==> src/rtl/simple_in_n_out_pkg.sv <==
// Shared types and default sizes for the simple_in_n_out exhaustive sweeper.
package simple_in_n_out_pkg;

    typedef enum logic [1:0] {
        IDLE  = 2'd0,
        DRIVE = 2'd1,
        EMIT  = 2'd2,
        DONE  = 2'd3
    } sweep_state_t;

    localparam int SWEEP_N_IN  = 3;
    localparam int SWEEP_N_OUT = 2;
    localparam int SWEEP_SIG_W = 8;

endpackage

==> src/rtl/sweep_signature.sv <==
// Rotate-left-by-one then XOR accumulator; reusable on the monitor side.
module sweep_signature #(
    parameter int SIG_W = 8,
    parameter int DIN_W = 2
) (
    input  logic             clk,
    input  logic             rst_n,
    input  logic             clear,
    input  logic             en,
    input  logic [DIN_W-1:0] din,
    output logic [SIG_W-1:0] sig
);

    function automatic logic [SIG_W-1:0] rotl1(input logic [SIG_W-1:0] v);
        return (v << 1) | (v >> (SIG_W - 1));
    endfunction

    // Clear wins over accumulate; din is zero-extended into the signature.
    always_ff @(posedge clk or negedge rst_n) begin
        if (!rst_n) begin
            sig <= '0;
        end else if (clear) begin
            sig <= '0;
        end else if (en) begin
            sig <= rotl1(sig) ^ SIG_W'(din);
        end
    end

endmodule

==> src/rtl/simple_in_n_out_sweeper.sv <==
// Walks the simple_in_n_out inputs through every combination, waits a
// programmable settle time, then hands (vector, result) pairs downstream
// over valid/ready while accumulating a result signature.
module simple_in_n_out_sweeper
    import simple_in_n_out_pkg::*;
#(
    parameter int N_IN   = SWEEP_N_IN,
    parameter int N_OUT  = SWEEP_N_OUT,
    parameter int SETTLE = 1,
    parameter int SIG_W  = SWEEP_SIG_W
) (
    input  logic             clk,
    input  logic             rst_n,
    input  logic             start,
    input  logic             abort,
    output logic [N_IN-1:0]  vec_out,
    input  logic [N_OUT-1:0] res_in,
    output logic             res_valid,
    input  logic             res_ready,
    output logic [N_IN-1:0]  res_vec,
    output logic [N_OUT-1:0] res_data,
    output logic [SIG_W-1:0] signature,
    output logic             busy,
    output logic             done
);

    localparam int CNT_W = $clog2(SETTLE + 1);

    sweep_state_t     state, next_state;
    logic [CNT_W-1:0] cnt;
    logic             last_vec;
    logic             handshake;
    logic             sig_clear;

    assign last_vec  = &vec_out;
    assign handshake = (state == EMIT) && res_ready && !abort;
    // The signature is cleared on an accepted start so a finished or
    // aborted sweep keeps its value visible while sitting in IDLE.
    assign sig_clear = (state == IDLE) && start && !abort;

    // State register.
    always_ff @(posedge clk or negedge rst_n) begin
        if (!rst_n) begin
            state <= IDLE;
        end else begin
            state <= next_state;
        end
    end

    // Next-state logic; abort overrides every other transition.
    always_comb begin
        next_state = state;
        case (state)
            IDLE:  if (start) next_state = DRIVE;
            DRIVE: if (cnt == CNT_W'(1)) next_state = EMIT;
            EMIT:  if (res_ready) next_state = last_vec ? DONE : DRIVE;
            DONE:  next_state = IDLE;
            default: next_state = IDLE;
        endcase
        if (abort) next_state = IDLE;
    end

    // Status outputs are registered from the next state so busy rises
    // together with the first DRIVE cycle and done is a clean pulse.
    always_ff @(posedge clk or negedge rst_n) begin
        if (!rst_n) begin
            busy      <= 1'b0;
            res_valid <= 1'b0;
            done      <= 1'b0;
        end else begin
            busy      <= (next_state == DRIVE) || (next_state == EMIT);
            res_valid <= (next_state == EMIT);
            done      <= (next_state == DONE);
        end
    end

    // Stimulus vector, settle counter and result capture.
    always_ff @(posedge clk or negedge rst_n) begin
        if (!rst_n) begin
            vec_out  <= '0;
            cnt      <= CNT_W'(SETTLE);
            res_vec  <= '0;
            res_data <= '0;
        end else if (abort) begin
            vec_out <= '0;
        end else begin
            case (state)
                IDLE: begin
                    vec_out <= '0;
                    cnt     <= CNT_W'(SETTLE);
                end
                DRIVE: begin
                    if (cnt == CNT_W'(1)) begin
                        res_data <= res_in;
                        res_vec  <= vec_out;
                    end else begin
                        cnt <= cnt - CNT_W'(1);
                    end
                end
                EMIT: begin
                    // All-ones ends the sweep, so the increment never wraps.
                    if (res_ready && !last_vec) begin
                        vec_out <= vec_out + N_IN'(1);
                        cnt     <= CNT_W'(SETTLE);
                    end
                end
                default: ;
            endcase
        end
    end

    sweep_signature #(
        .SIG_W (SIG_W),
        .DIN_W (N_OUT)
    ) u_sig (
        .clk   (clk),
        .rst_n (rst_n),
        .clear (sig_clear),
        .en    (handshake),
        .din   (res_data),
        .sig   (signature)
    );

endmodule

==> config.mk <==
export PLATFORM = sky130hd
export DESIGN_NAME = simple_in_n_out_sweeper
export DESIGN_NICKNAME = d
export VERILOG_FILES = /design/src/rtl/simple_in_n_out_pkg.sv /design/src/rtl/sweep_signature.sv /design/src/rtl/simple_in_n_out_sweeper.sv
export SDC_FILE = /design/constraint.sdc
export NUM_CORES = 1
export LEC_CHECK = 0
export ABC_CLOCK_PERIOD_IN_PS = 1400
export BUFFER_PORTS_ARGS = -buffer_cell sky130_fd_sc_hd__buf_2
export CAP_MARGIN = 20
export CORE_MARGIN = 2
export CORE_UTILIZATION = 32
export DETAILED_ROUTE_END_ITERATION = 10
export SYNTH_ARGS = -nofsm -noshare
export SYNTH_HDL_FRONTEND = slang
export SYNTH_HIERARCHICAL = 1
export SYNTH_SLANG_ARGS = --single-unit
==> constraint.sdc <==
create_clock -name clk -period 1.4 [get_ports clk]
set_input_delay 0.14 -clock clk [delete_from_list [all_inputs] [get_ports clk]]
set_output_delay 0.14 -clock clk [all_outputs]
set_load 0.02 [all_outputs]
; Word-level counts from Yosys, hierarchy flattened
; Cells that the tools add are included.
[word_totals]
ff_bits = 22
inputBits = 7
out_inout_bits = 19
wordCells = 52
[classes]
add_sub_neg = 2
n_eq_ne = 8
muxes = 14
bitwise_logic = 3
n_reduce_logical = 16
[ops]
columns = cell, count
row1 = $mux W8, 2
row2 = $mux W2, 5
row3 = $reduce_and A3 Y1, 3
row4 = $eq A2 B2 Y1 const B, 4
row5 = $or A8 B1 Y8, 1
row6 = $pmux W2 S4, 1
row7 = $xor A8 B2 Y8, 1
row8 = $mux W3, 2
row9 = $pmux W3 S2, 1
row10 = $reduce_bool A3 Y1, 2
row11 = $logic_and A1 B1 Y1, 5
row12 = $eq A2 B1 Y1 const B, 2
row13 = $add A3 B1 Y3 const B, 1
row14 = $ne A3 B2 Y1 const B, 1
row15 = $pmux W1 S3, 1
row16 = $logic_not A1 Y1, 2
row17 = $logic_not A2 Y1, 1
row18 = $mux W1, 2
row19 = $ne A2 B1 Y1 const B, 1
row20 = $reduce_and A2 Y1, 1
row21 = $reduce_bool A2 Y1, 1
row22 = $logic_or A1 B1 Y1, 1
row23 = $not A1 Y1, 1
row24 = $sub A1 B1 Y1 const B, 1

; Depth between registers and ports, before layout
; Gate-level depths: netlist (run 1).
[depth]
depth_word = 7
depth_mapped = 7
depth_no_buf = 7

; Hierarchy
; The synthesis (run 1) kept the hierarchy.
[modules_own_cells]
columns = mod, instances, cells_per_inst, area_per_inst_um2, seq_area_each_um2
row1 = simple_in_n_out_sweeper, 1, 47, 590.6, 325.3
row2 = sweep_signature, 1, 28, 347.8, 200.2

; Worst setup path before layout (run 1)
; Ideal clock, no wire load.
[synth_timing]
path_kind = reg2reg
from = reg vec_out[0]
to = reg busy
setup_time_ps = 113
t_arrival_ps = 1523
required_time_ps = 1287
path_slack_ps = -236
path_stages_with_launch = 8
path_buffers = 0
period_less_slack_ps = 1636
path_cell_list = dfrtp_1 -> ha_1 -> ha_1 -> nand2b_1 -> nand3b_1 -> a21oi_1 -> ha_1 -> inv_1
[synth_via]
elab_chain_cells = 7
word_cells_on_any_way = 8
cone_classes = eq/ne (2) / mux (4) / reduce/logical (2)
[synth_rtl]
columns = element, line
row1 = "start, declared", simple_in_n_out_sweeper.sv:16  ; output logic [N_IN-1:0] vec_out,
row2 = "start signal, assigned", simple_in_n_out_sweeper.sv:103  ; vec_out <= vec_out + N_IN'(1);
row3 = $reduce_and A3 Y1 (*), simple_in_n_out_sweeper.sv:35  ; assign last_vec = &vec_out;
row4 = $mux W2 (*) (2 in series), simple_in_n_out_sweeper.sv:56  ; EMIT: if (res_ready) next_state = last_vec ? DONE : DRIVE;
row5 = $pmux W2 S4 (*), simple_in_n_out_sweeper.sv:53  ; case (state)
row6 = $mux W2 (*), simple_in_n_out_sweeper.sv:60  ; if (abort) next_state = IDLE;
row7 = net next_state[1], simple_in_n_out_sweeper.sv:29  ; sweep_state_t state, next_state;
row8 = $eq A2 B1 Y1 / $eq A2 B2 Y1 (equally long branches), simple_in_n_out_sweeper.sv:71  ; busy <= (next_state == DRIVE) || (next_state == EMIT);
row9 = $logic_or A1 B1 Y1 (*), simple_in_n_out_sweeper.sv:71
row10 = "end signal, assigned", simple_in_n_out_sweeper.sv:71
row11 = "end, declared", simple_in_n_out_sweeper.sv:23  ; output logic busy,
; The timed path passes the listed nets; every way through them passes the cells marked *.
; A chain may end at the register's enable or synchronous reset.

; Worst setup path in the final report (run 1)
[layout_timing]
from = reg vec_out[1]
to = reg busy
; The elaborated chain is that of the path after synthesis.

==> results of run 1 <==
[power by group]
group	leakage, nW	internal, mW	switching [mW]
combinational	0.321	0.103	0.131
clock	0.0150	0.111	0.171
sequential	0.282	0.644	0.0309
total	0.618	0.858	0.333
[area by class of cell]
cell class / count / area [um^2]
Fill cell: 281 / 1524
Sequential cell: 21 / 528.0
Multi-Input combinational cell: 50 / 442.9
Timing Repair Buffer: 36 / 217.7
Tap cell: 31 / 38.79
Clock buffer: 4 / 26.28
Inverter: 1 / 3.754
[what timing repair did]
| action | in CTS | in global routing |
|---|---|---|
| endpoints found under the hold margin | 21 | 0 |
| pin swaps | 6 | 1 |
| buffers inserted | 1 | 0 |
| hold buffers | 1 | 0 |
| endpoints found under the setup margin | 4 | 6 |
| resized for setup | 3 | 2 |
[final timing paths]
kind | startpoint | to | slack [ns] | cells past startpoint
max in group asynchronous | rst_n | vec_out[0] | 0.74 | 2
min in group asynchronous | rst_n | u_sig/sig[7] | 0.32 | 2
setup / recovery | vec_out[1] | busy | -0.06 | 7
hold reg to reg | res_vec[2] | res_vec[2] | 0.51 | 1
setup reg to reg | vec_out[1] | busy | -0.06 | 7
hold / removal | res_in[1] | res_data[1] | 0.07 | 2
[critical path: cells and delay by family (launching register included)]
kind,cells,cell delay (ns)
AND/OR/NAND/NOR,2,0.22
flip-flops,1,0.44
AO/OA/AOI/OAI,1,0.08
adder cells (fa/ha/maj),3,0.59
buffers and inverters,1,0.04
[cell usage after synthesis]
master    count  area (um^2)
a211oi_2      2        25.02
a21oi_1       1        5.000
a31oi_1       3        18.77
buf_4         1        7.510
buf_6         1        11.26
clkbuf_1      1        3.750
dfrtp_1      21        525.5
ha_1          4        50.05
inv_1         1        3.750
mux2_2        5        56.30
mux2i_1       6        60.06
nand2_1       4        15.01
nand2b_1      1        6.260
nand2b_4      1        13.76
nand3_1       5        25.02
nand3b_1      2        15.01
nor2_1        9        33.78
nor2_4        1        11.26
nor3_1        1        5.000
nor3b_1       1        7.510
nor4b_2       1        15.01
or2_2         1        6.260
xnor2_1       2        17.52
[flip-flops by register name (all words and copies together) (netlist names)]
name and count:
res_valid 1, res_data 2, vec_out 3, res_vec 3, u_sig/sig 8, busy 1
done 1, state 2
[routing by layer]
layer | part of all wire | wire length (um) | up-vias | GRT usage
li1 | - | - | 336 | -
met1 | 0.44 | 817 | 342 | 0.1447
met2 | 0.50 | 929 | 18 | 0.2062
met3 | 0.046 | 85 | 2 | 0.03571
met4 | 0.0081 | 15 | 0 | 0.05980
met5 | 0 | 0 | - | 0
[cells in the final DEF, fill, tap and decap left out, drive strengths merged, types with 3 or more instances in the layout]
cell type / instances
a31oi: 3
buf: 35
clkbuf: 4
dfrtp: 21
ha: 4
mux2: 5
mux2i: 6
nand2: 4
nand3: 5
nor2: 10
[metrics by stage]
step	area, um^2	hold WS [ns]	util	power, mW
2_1_floorplan	977.2	-0.1556	-	0.8250
3_3_place_gp	1191	0.1214	0.4283	0.9137
3_5_place_dp	1191	0.1227	0.4283	0.9157
4_1_cts	1249	0.05771	0.4489	1.215
5_1_grt	1257	0.04131	0.4521	1.273
6_report	1257	0.06759	0.4521	1.191
[kinds of logic after synthesis]
family | after synthesis | synth area share
AND/OR/NAND/NOR | 27 | 0.1640
multiplexers | 11 | 0.1240
AO/OA/AOI/OAI | 6 | 0.05199
adder cells (fa/ha/maj) | 4 | 0.05334
flip-flops | 21 | 0.5600
XOR/XNOR | 2 | 0.01867
buffers and inverters | 4 | 0.02799
==> run_results.csv, run 1 <==
group,metric,value,unit
global_route,grt_max_degree,22,
setup_path,max_stage_delay,0.44,ns
timing,finalHoldViolCount,0,
yosys,syn_nets,86,
timing,max_freq,686.2,MHz
setup_path,crit_fanout,3,
global_route,track_usage,0.1234,
global_route,grt_pass1_wl,3.105,mm
run_status,status,"complete, but fails checks",
power_and_ir_drop,power.density,947.0,nW/um^2
die,die_x,58.15,um
routing,vias_per_cell,4.881,
cells_and_area,n_antenna_cell,0,
setup_path,crit_chain,"ha_4 > ha_4 > nand2b_4 > nand3b_1 > a21oi_2 > ha_1 > inv_1",
min_path,hold_path_class,"in -> reg",
setup_path,start_kind,"register",
timing,drv_slew,0,
placed_design,hpwl,1.401,mm
cells_and_area,fin_nets,124,
yosys,ys_seq_area_frac,0.5600,
cts,cts.path.max_buffers,2,
cts,clock-root-buffer,"clkbuf_4",
timing,period_share,1.041,
cts,clock_latency,0.29,ns
cts,cts_tree,"built",
die,die-height,58.15,um
routing,drtIter0Drc,15,
yosys,synth-seq-cells,21,
power_and_ir_drop,leakage,0.6177,nW
run_status,violations,"setup timing",
routing,wl,1.847,mm
yosys,syn_inst,75,
job,cap_viol_max_count,0,
yosys,syn_area,938.4,um^2
placed_design,place.gp.congestion,0.7729,
timing,setup_viol,1,
placed_design,dp_slack,-0.05853,ns
placed_design,io_buffers,25,
routing,drt_pass1_iterations,4,
timing,setup_slack,-0.05727,ns
die,start_util,0.3374,
routing,wl_per_cell,12.92,um
cells_and_area,syn_to_final_growth,34.00,%
timing,rsz0062_at_grt,"true",
placed_design,dpl.cell_count,137,
routing,ant_nets,0,
setup_path,worstSetupPathType,"reg -> reg",
global_route,overflow,0,
cells_and_area,drive_gt1_frac,0.5268,
cts,clk_pin_slew,0.11,ns
global_route,antenna_found_initial,0,
yosys,yosysWarnings,6,
yosys,synth_cell_types,23,
timing,clock_skew,0.004225,ns
setup_path,worstPathArrival,1.65,ns
routing,dr_total_vias,698,
die,die_area,3381,um^2
power_and_ir_drop,peakVddDrop,0.0006079,V
cts,cts_made_buffers,3,
die,row_count,19,
timing,tightest_slew,0.4594,ns
setup_path,crit_required,1.60,ns
setup_path,endpoint_kind,"register",
cts,cts.htree.levels,1,
global_route,grt_pass1_vias,698,
routing,drc,0,
setup_path,cp_slowest_cell,"dfrtp_2",
die,core-area,2781,um^2
yosys,syn_area_per_cell,12.51,um^2
setup_path,cp_common_cell,"ha_4",
cts,clock_sinks,21,
die,ios,26,
timing,tns,-0.05727,ns
timing,finalCriticalPeriod,1.457,ns
cells_and_area,fin_cells,143,
timing,maxSlewHeadroom,0.6937,
Power figures use the tool's default switching activity.
==> run 2, diff against run 1 <==
--- a/config.mk
+++ b/config.mk
@@ -5,6 +5,7 @@
 export SDC_FILE = /design/constraint.sdc
 export NUM_CORES = 1
 export LEC_CHECK = 0
+export ABC_AREA = 1
 export ABC_CLOCK_PERIOD_IN_PS = 1400
 export BUFFER_PORTS_ARGS = -buffer_cell sky130_fd_sc_hd__buf_2
 export CAP_MARGIN = 20
==> run 2 against run 1 <==
Effect of this change: clock power grew 5%; global-route usage shrank 0.11 points; synthesized cell count grew 44%; worst setup slack gained 0.057 ns; combinational power shrank 12%; largest power group unchanged; critical path type unchanged; the flow now finishes without violations.
==> run_results.csv, run 2 <==
group,metric,value,unit
routing,dr_total_vias,776,
die,die_area,3402,um^2
setup_path,start_kind,"register",
setup_path,worstPathArrival,1.62,ns
min_path,hold_start,"res_in[0]",
yosys,synth_top_cell_area_share,0.5563,
timing,setup_slack,0.0001757,ns
yosys,synth-edff-count,0,
die,core-area,2781,um^2
cts,cts.htree.levels,1,
cells_and_area,fin_cells,176,
routing,ant_nets,0,
timing,finalCriticalPeriod,1.400,ns
timing,tightest_slew,0.4651,ns
yosys,syn_nets,119,
yosys,yosys_most_used_dff,"dfrtp_1",
timing,max_freq,714.4,MHz
timing,rsz0062_at_grt,"true",
setup_path,crit_required,1.62,ns
timing,maxSlewHeadroom,0.6899,
die,die-height,58.33,um
cells_and_area,drive_gt1_frac,0.4000,
cts,clk_pin_slew,0.12,ns
global_route,grt_max_degree,22,
timing,finalHoldViolCount,0,
cells_and_area,final_core_util,0.4543,
cts,post-cts-setup-buffers,0,
yosys,yosysWarnings,6,
timing,drv_slew,0,
yosys,synth-seq-cells,21,
cts,clock-root-buffer,"clkbuf_4",
cells_and_area,fin_nets,157,
yosys,ys_top_cells_by_area,"dfrtp_1 (56%), nand2_1 (18%), ha_1 (5.3%), inv_1 (4.4%), nand3_1 (3.7%)",
global_route,grt_pass1_vias,750,
placed_design,dpl.cell_count,171,
yosys,synth_cell_types,13,
global_route,overflow,0,
yosys,syn_area,944.7,um^2
cts,clock_sinks,21,
setup_path,ff2ff_setup_slack,0.0002,ns
cts,clock_latency,0.30,ns
setup_path,endpoint_kind,"register",
die,row_count,19,
routing,wl,1.997,mm
routing,drtIter0Drc,36,
min_path,hold-path-endpoint,"res_data[0]",
die,start_util,0.3396,
routing,vias_per_cell,4.409,
die,die_x,58.33,um
routing,wl_per_cell,11.35,um
power_and_ir_drop,power,1.173,mW
yosys,yosysMostFrequentCell,"nand2_1",
cells_and_area,reg_top3,"u_sig/sig (8), res_vec (3), vec_out (3)",
timing,setup_viol,0,
placed_design,dp_slack,-0.01012,ns
routing,drt_pass1_iterations,4,
cells_and_area,n_antenna_cell,0,
cells_and_area,layout_common_cells,"nand2_1 (43), buf_2 (25), dfrtp_1 (18)",
global_route,track_usage,0.1223,
timing,holdWs,0.06526,ns
power_and_ir_drop,peakVddDrop,0.0006178,V
yosys,syn_inst,108,
setup_path,worstSetupPathType,"reg -> reg",
placed_design,place.gp.congestion,0.8839,
cells_and_area,final_common_cell,"nand2_1",
placed_design,io_buffers,25,
timing,clock_skew,0.001988,ns
global_route,antenna_found_initial,0,
yosys,yosys.area.top_type,"dfrtp_1",
setup_path,timing.rr.end,"busy",
yosys,synth.top_cells.by_count,"nand2_1 (45), dfrtp_1 (21), inv_1 (11)",
yosys,ys_seq_area_frac,0.5563,
setup_path,ff2ff_path_depth,8,
yosys,syn_area_per_cell,8.747,um^2
placed_design,hpwl,1.457,mm
setup_path,crit_fanout,3,
cts,cts.path.max_buffers,2,
global_route,grt_pass1_wl,3.201,mm
run_status,status,"complete, no violations",
setup_path,timing.rr.start,"vec_out[0]",
cells_and_area,largest_register_ff_count,8,
routing,drc,0,
cts,cts_tree,"built",
cells_and_area,syn_to_final_growth,33.77,%
cts,cts_made_buffers,3,
cells_and_area,largest-register,"u_sig/sig",
timing,period_share,0.9999,
power_and_ir_drop,power.density,928.0,nW/um^2
min_path,hold_path_class,"in -> reg",
power_and_ir_drop,leakage,0.7272,nW
yosys,synth-async-reset-ratio,1.000,
die,ios,26,
job,cap_viol_max_count,0,
min_path,hold_path_depth,3,
## run 2: cell types whose count changed after synthesis, sizes merged, moves of 3 or more
cell	previous run	this run
a31oi	3	0
nand2	4	48
mux2	5	0
inv	1	14
nand4	0	3
mux2i	6	0
## run 2: kinds of logic after synthesis
group           count (synthesis)  share of synthesized area
buf+inv                        14                    0.05563
fa+ha+maj                       4                    0.05298
simple gates                   67                     0.3205
flops                          21                     0.5563
compound gates                  2                    0.01457
## run 2: layer usage
metal | wire [um] | up-vias | track usage
met2 | 960 | 22 | 0.1990
met3 | 135 | 0 | 0.05055
li1 | - | 407 | -
met5 | 0 | - | 0
met1 | 900 | 347 | 0.1594
met4 | 0 | 0 | 0.009967
## run 2: power by group
group | internal (mW) | switching (mW) | leakage (nW) | total [mW]
clock network | 0.111 | 0.184 | 0.0150 | 0.296
logic | 0.0709 | 0.135 | 0.430 | 0.206
registers | 0.640 | 0.0304 | 0.282 | 0.671
total | 0.822 | 0.350 | 0.727 | 1.17
## run 2: worst max-delay path by stage
stage	startpoint	to	slack [ns]	cells after the start
3_5_place_dp	vec_out[1]	busy	-0.01	8
3_3_place_gp	vec_out[1]	busy	0.01	8
4_1_cts	vec_out[1]	busy	0.01	8
2_1_floorplan	vec_out[1]	busy	-0.02	8
5_1_grt	vec_out[0]	busy	-0.06	8
6_report	vec_out[0]	busy	0.0002	8
## run 2: worst max-delay path, stage by stage, from the launching register on
cell and delay [ns]:
dfrtp_2 0.44, ha_4 0.17, ha_4 0.15, inv_2 0.05, nand2_2 0.06, nand3_4 0.08, nand2_4 0.07, ha_4 0.25
inv_1 0.03
## run 2: layout make-up
class / instances / area [um^2]
clock buffers: 4 / 26.28
fillers: 276 / 1518
inverters: 14 / 52.55
multi-input cells: 73 / 429.2
flip-flops and latches: 21 / 529.3
well taps: 31 / 38.79
repair buffers: 33 / 187.7
## run 2: per-stage QoR
stage	TNS, ns	cell area [um^2]
global placement	0	1189
global route	-0.08713	1264
floorplan	-0.02471	972.2
finish	0	1264
detailed placement	-0.01012	1189
CTS	0	1232
## run 2: what timing repair did
item / CTS / global route
hold buffers: 1 / 0
gates resized for setup: 2 / 6
setup endpoints to repair: 1 / 4
endpoints found under the hold margin: 21 / 0
pin swaps: 0 / 2
==> run 3, diff against run 2 <==
--- a/config.mk
+++ b/config.mk
@@ -6,12 +6,14 @@
 export NUM_CORES = 1
 export LEC_CHECK = 0
 export ABC_AREA = 1
-export ABC_CLOCK_PERIOD_IN_PS = 1400
+export ABC_CLOCK_PERIOD_IN_PS = 1250
 export BUFFER_PORTS_ARGS = -buffer_cell sky130_fd_sc_hd__buf_2
 export CAP_MARGIN = 20
 export CORE_MARGIN = 2
 export CORE_UTILIZATION = 32
+export CTS_BUF_LIST = sky130_fd_sc_hd__clkbuf_16
 export DETAILED_ROUTE_END_ITERATION = 10
+export GPL_TIMING_DRIVEN = 0
 export SYNTH_ARGS = -nofsm -noshare
 export SYNTH_HDL_FRONTEND = slang
 export SYNTH_HIERARCHICAL = 1
==> constraint.sdc (replaced) <==
create_clock -name clk -period 1.25 [get_ports clk]
set_input_delay 0.125 -clock clk [delete_from_list [all_inputs] [get_ports clk]]
set_output_delay 0.125 -clock clk [all_outputs]
set_load 0.02 [all_outputs]
==> run 3 against run 2 <==
Effect of this change: the run now ends with setup timing left; combinational power up 25%; non-clock buffer count up 2; routed wire length up 4.8%; total power up 43%; maximum frequency up 2.4%; clock skew down 0.00070 ns; core utilization up 3.9 points; die area unchanged; largest cell class unchanged.
==> run_results.csv, run 3 (synthesis gave the netlist of run 2 again) <==
group,metric,value,unit
run_status,status,"complete, but fails checks",
run_status,violations,"setup timing",
cts,clk_pin_slew,0.06,ns
timing,drv_slew,0,
min_path,hold_path_class,"in -> reg",
cells_and_area,final_common_cell,"nand2_1",
timing,finalCriticalPeriod,1.368,ns
power_and_ir_drop,leakage,0.7666,nW
cts,cts_made_buffers,3,
cells_and_area,n_fill_cell,260,
setup_path,crit_fanout,3,
cells_and_area,layout_common_cells,"nand2_1 (39), buf_2 (25), dfrtp_1 (18)",
cts,cts.path.max_buffers,2,
setup_path,critical-path-top-delay-family,"flip-flops",
die,die_x,58.33,um
die,core-area,2781,um^2
timing,setup_viol,13,
global_route,grt_pass1_vias,800,
power_and_ir_drop,p_int,1.237,mW
cts,clock-root-buffer,"clkbuf_16",
global_route,grt_max_degree,22,
cells_and_area,syn_to_final_growth,45.17,%
placed_design,place_area,1136,um^2
die,ios,26,
die,die_area,3402,um^2
setup_path,cp.buffers_inverters,2,
cells_and_area,largest-register,"u_sig/sig",
cells_and_area,n_antenna_cell,0,
power_and_ir_drop,p_clk_frac,0.397,
die,start_util,0.3396,
placed_design,dpl.cell_count,164,
cells_and_area,stdcell_area,1371,um^2
power_and_ir_drop,peakVddDrop,0.0008847,V
timing,tightest_slew,0.4723,ns
timing,max_freq,731.2,MHz
setup_path,max_stage_delay,0.42,ns
setup_path,start_kind,"register",
cells_and_area,reg_top3,"u_sig/sig (8), res_vec (3), vec_out (3)",
setup_path,worstPathArrival,1.52,ns
cts,cts_tree,"built",
placed_design,io_buffers,25,
routing,drtIter0Drc,31,
cts,clock_sinks,21,
setup_path,crit_required,1.40,ns
cells_and_area,multi_input_area,465.4,um^2
setup_path,worstSetupPathType,"reg -> reg",
setup_path,cp_slowest_cell,"dfrtp_1",
routing,vias_per_cell,4.567,
power_and_ir_drop,p_comb_frac,0.153,
job,cap_viol_max_count,0,
cts,cts.htree.levels,1,
die,die-height,58.33,um
timing,tns,-0.6642,ns
timing,period_share,1.094,
cells_and_area,fin_nets,159,
setup_path,endpoint_kind,"register",
die,row_count,19,
cts,clock_latency,0.25,ns
timing,rsz0062_at_grt,"true",
placed_design,place.gp.congestion,0.8387,
placed_design,dp_slack,-0.1961,ns
timing,setup_slack,-0.1176,ns
routing,drt_pass1_iterations,4,
timing,clock_skew,0.001283,ns
power_and_ir_drop,power.density,1222,nW/um^2
cells_and_area,largest_register_ff_count,8,
placed_design,hpwl,1.323,mm
cells_and_area,fin_cells,178,
global_route,grt_pass1_wl,3.560,mm
routing,wl,2.092,mm
setup_path,crit_chain,"nor2_2 > nand2_1 > inv_1 > nor2_1 > ha_4 > inv_2",
cells_and_area,seqCellArea,529.3,um^2
timing,maxSlewHeadroom,0.6852,
routing,wl_per_cell,11.75,um
routing,drc,0,
global_route,antenna_found_initial,0,
global_route,track_usage,0.1390,
power_and_ir_drop,p_seq_frac,0.449,
power_and_ir_drop,swShare,0.2619,
routing,ant_nets,0,
timing,finalHoldViolCount,0,
global_route,overflow,0,
power_and_ir_drop,power.switching,0.4387,mW
cells_and_area,drive_gt1_frac,0.4762,
routing,dr_total_vias,813,
-- run 3: tightest hold or removal path: stages --
cell     delay (ns)
buf_2          0.08
nand3_1        0.06
nand2_1        0.06
-- run 3: layer usage --
| layer | up-vias | track usage | routed length [um] |
|---|---|---|---|
| met3 | 6 | 0.03956 | 125 |
| li1 | 410 | - | - |
| met1 | 370 | 0.1707 | 902 |
| met2 | 27 | 0.2247 | 1007 |
| met5 | - | 0 | 0 |
| met4 | 0 | 0.06645 | 55 |
-- run 3: path summary, 6_finish.rpt --
kind / start / to / slack (ns) / cells after the start
worst max-delay path: state[0] / busy / -0.12 / 6
worst min-delay path: res_in[0] / res_data[0] / 0.11 / 3
worst max register to register: state[0] / busy / -0.12 / 6
worst min register to register: res_vec[0] / res_vec[0] / 0.47 / 2
max in group asynchronous: rst_n / state[1] / 0.54 / 2
min in group asynchronous: rst_n / u_sig/sig[7] / 0.37 / 2
-- run 3: stage by stage --
stage	power (mW)	hold slack (ns)	util
6_report	1.675	0.1104	0.4930
4_1_cts	1.673	0.1093	0.4741
2_1_floorplan	0.8904	-0.1706	-
5_1_grt	1.767	0.1286	0.4930
3_3_place_gp	0.9673	0.1042	0.4085
3_5_place_dp	0.9713	0.1106	0.4085
-- run 3: cell type report --
cell class,instances,share of cell area
sequential,21,0.3859
multi-input combinational,73,0.3394
timing repair buffer,35,0.1505
clock buffer,3,0.05474
inverter,14,0.03832
tap,31,0.02828
clock inverter,1,0.002737
-- run 3: what timing repair did --
action / 4_1_cts / 5_1_grt
gates resized for setup: 11 / 10
pin swaps: 8 / 7
setup buffers: 7 / 2
hold endpoints to repair: 21 / 0
setup endpoints to repair: 11 / 14
gates cloned: 0 / 0
hold buffers: 1 / 0
-- run 3: power groups by stage --
stage / combinational, mW / sequential (mW) / clock, mW
3_5_place_dp: 0.207 / 0.765 / 0
4_1_cts: 0.240 / 0.752 / 0.681
2_1_floorplan: 0.0890 / 0.801 / 0
3_3_place_gp: 0.205 / 0.762 / 0
5_1_grt: 0.284 / 0.758 / 0.725
6_report: 0.257 / 0.753 / 0.666
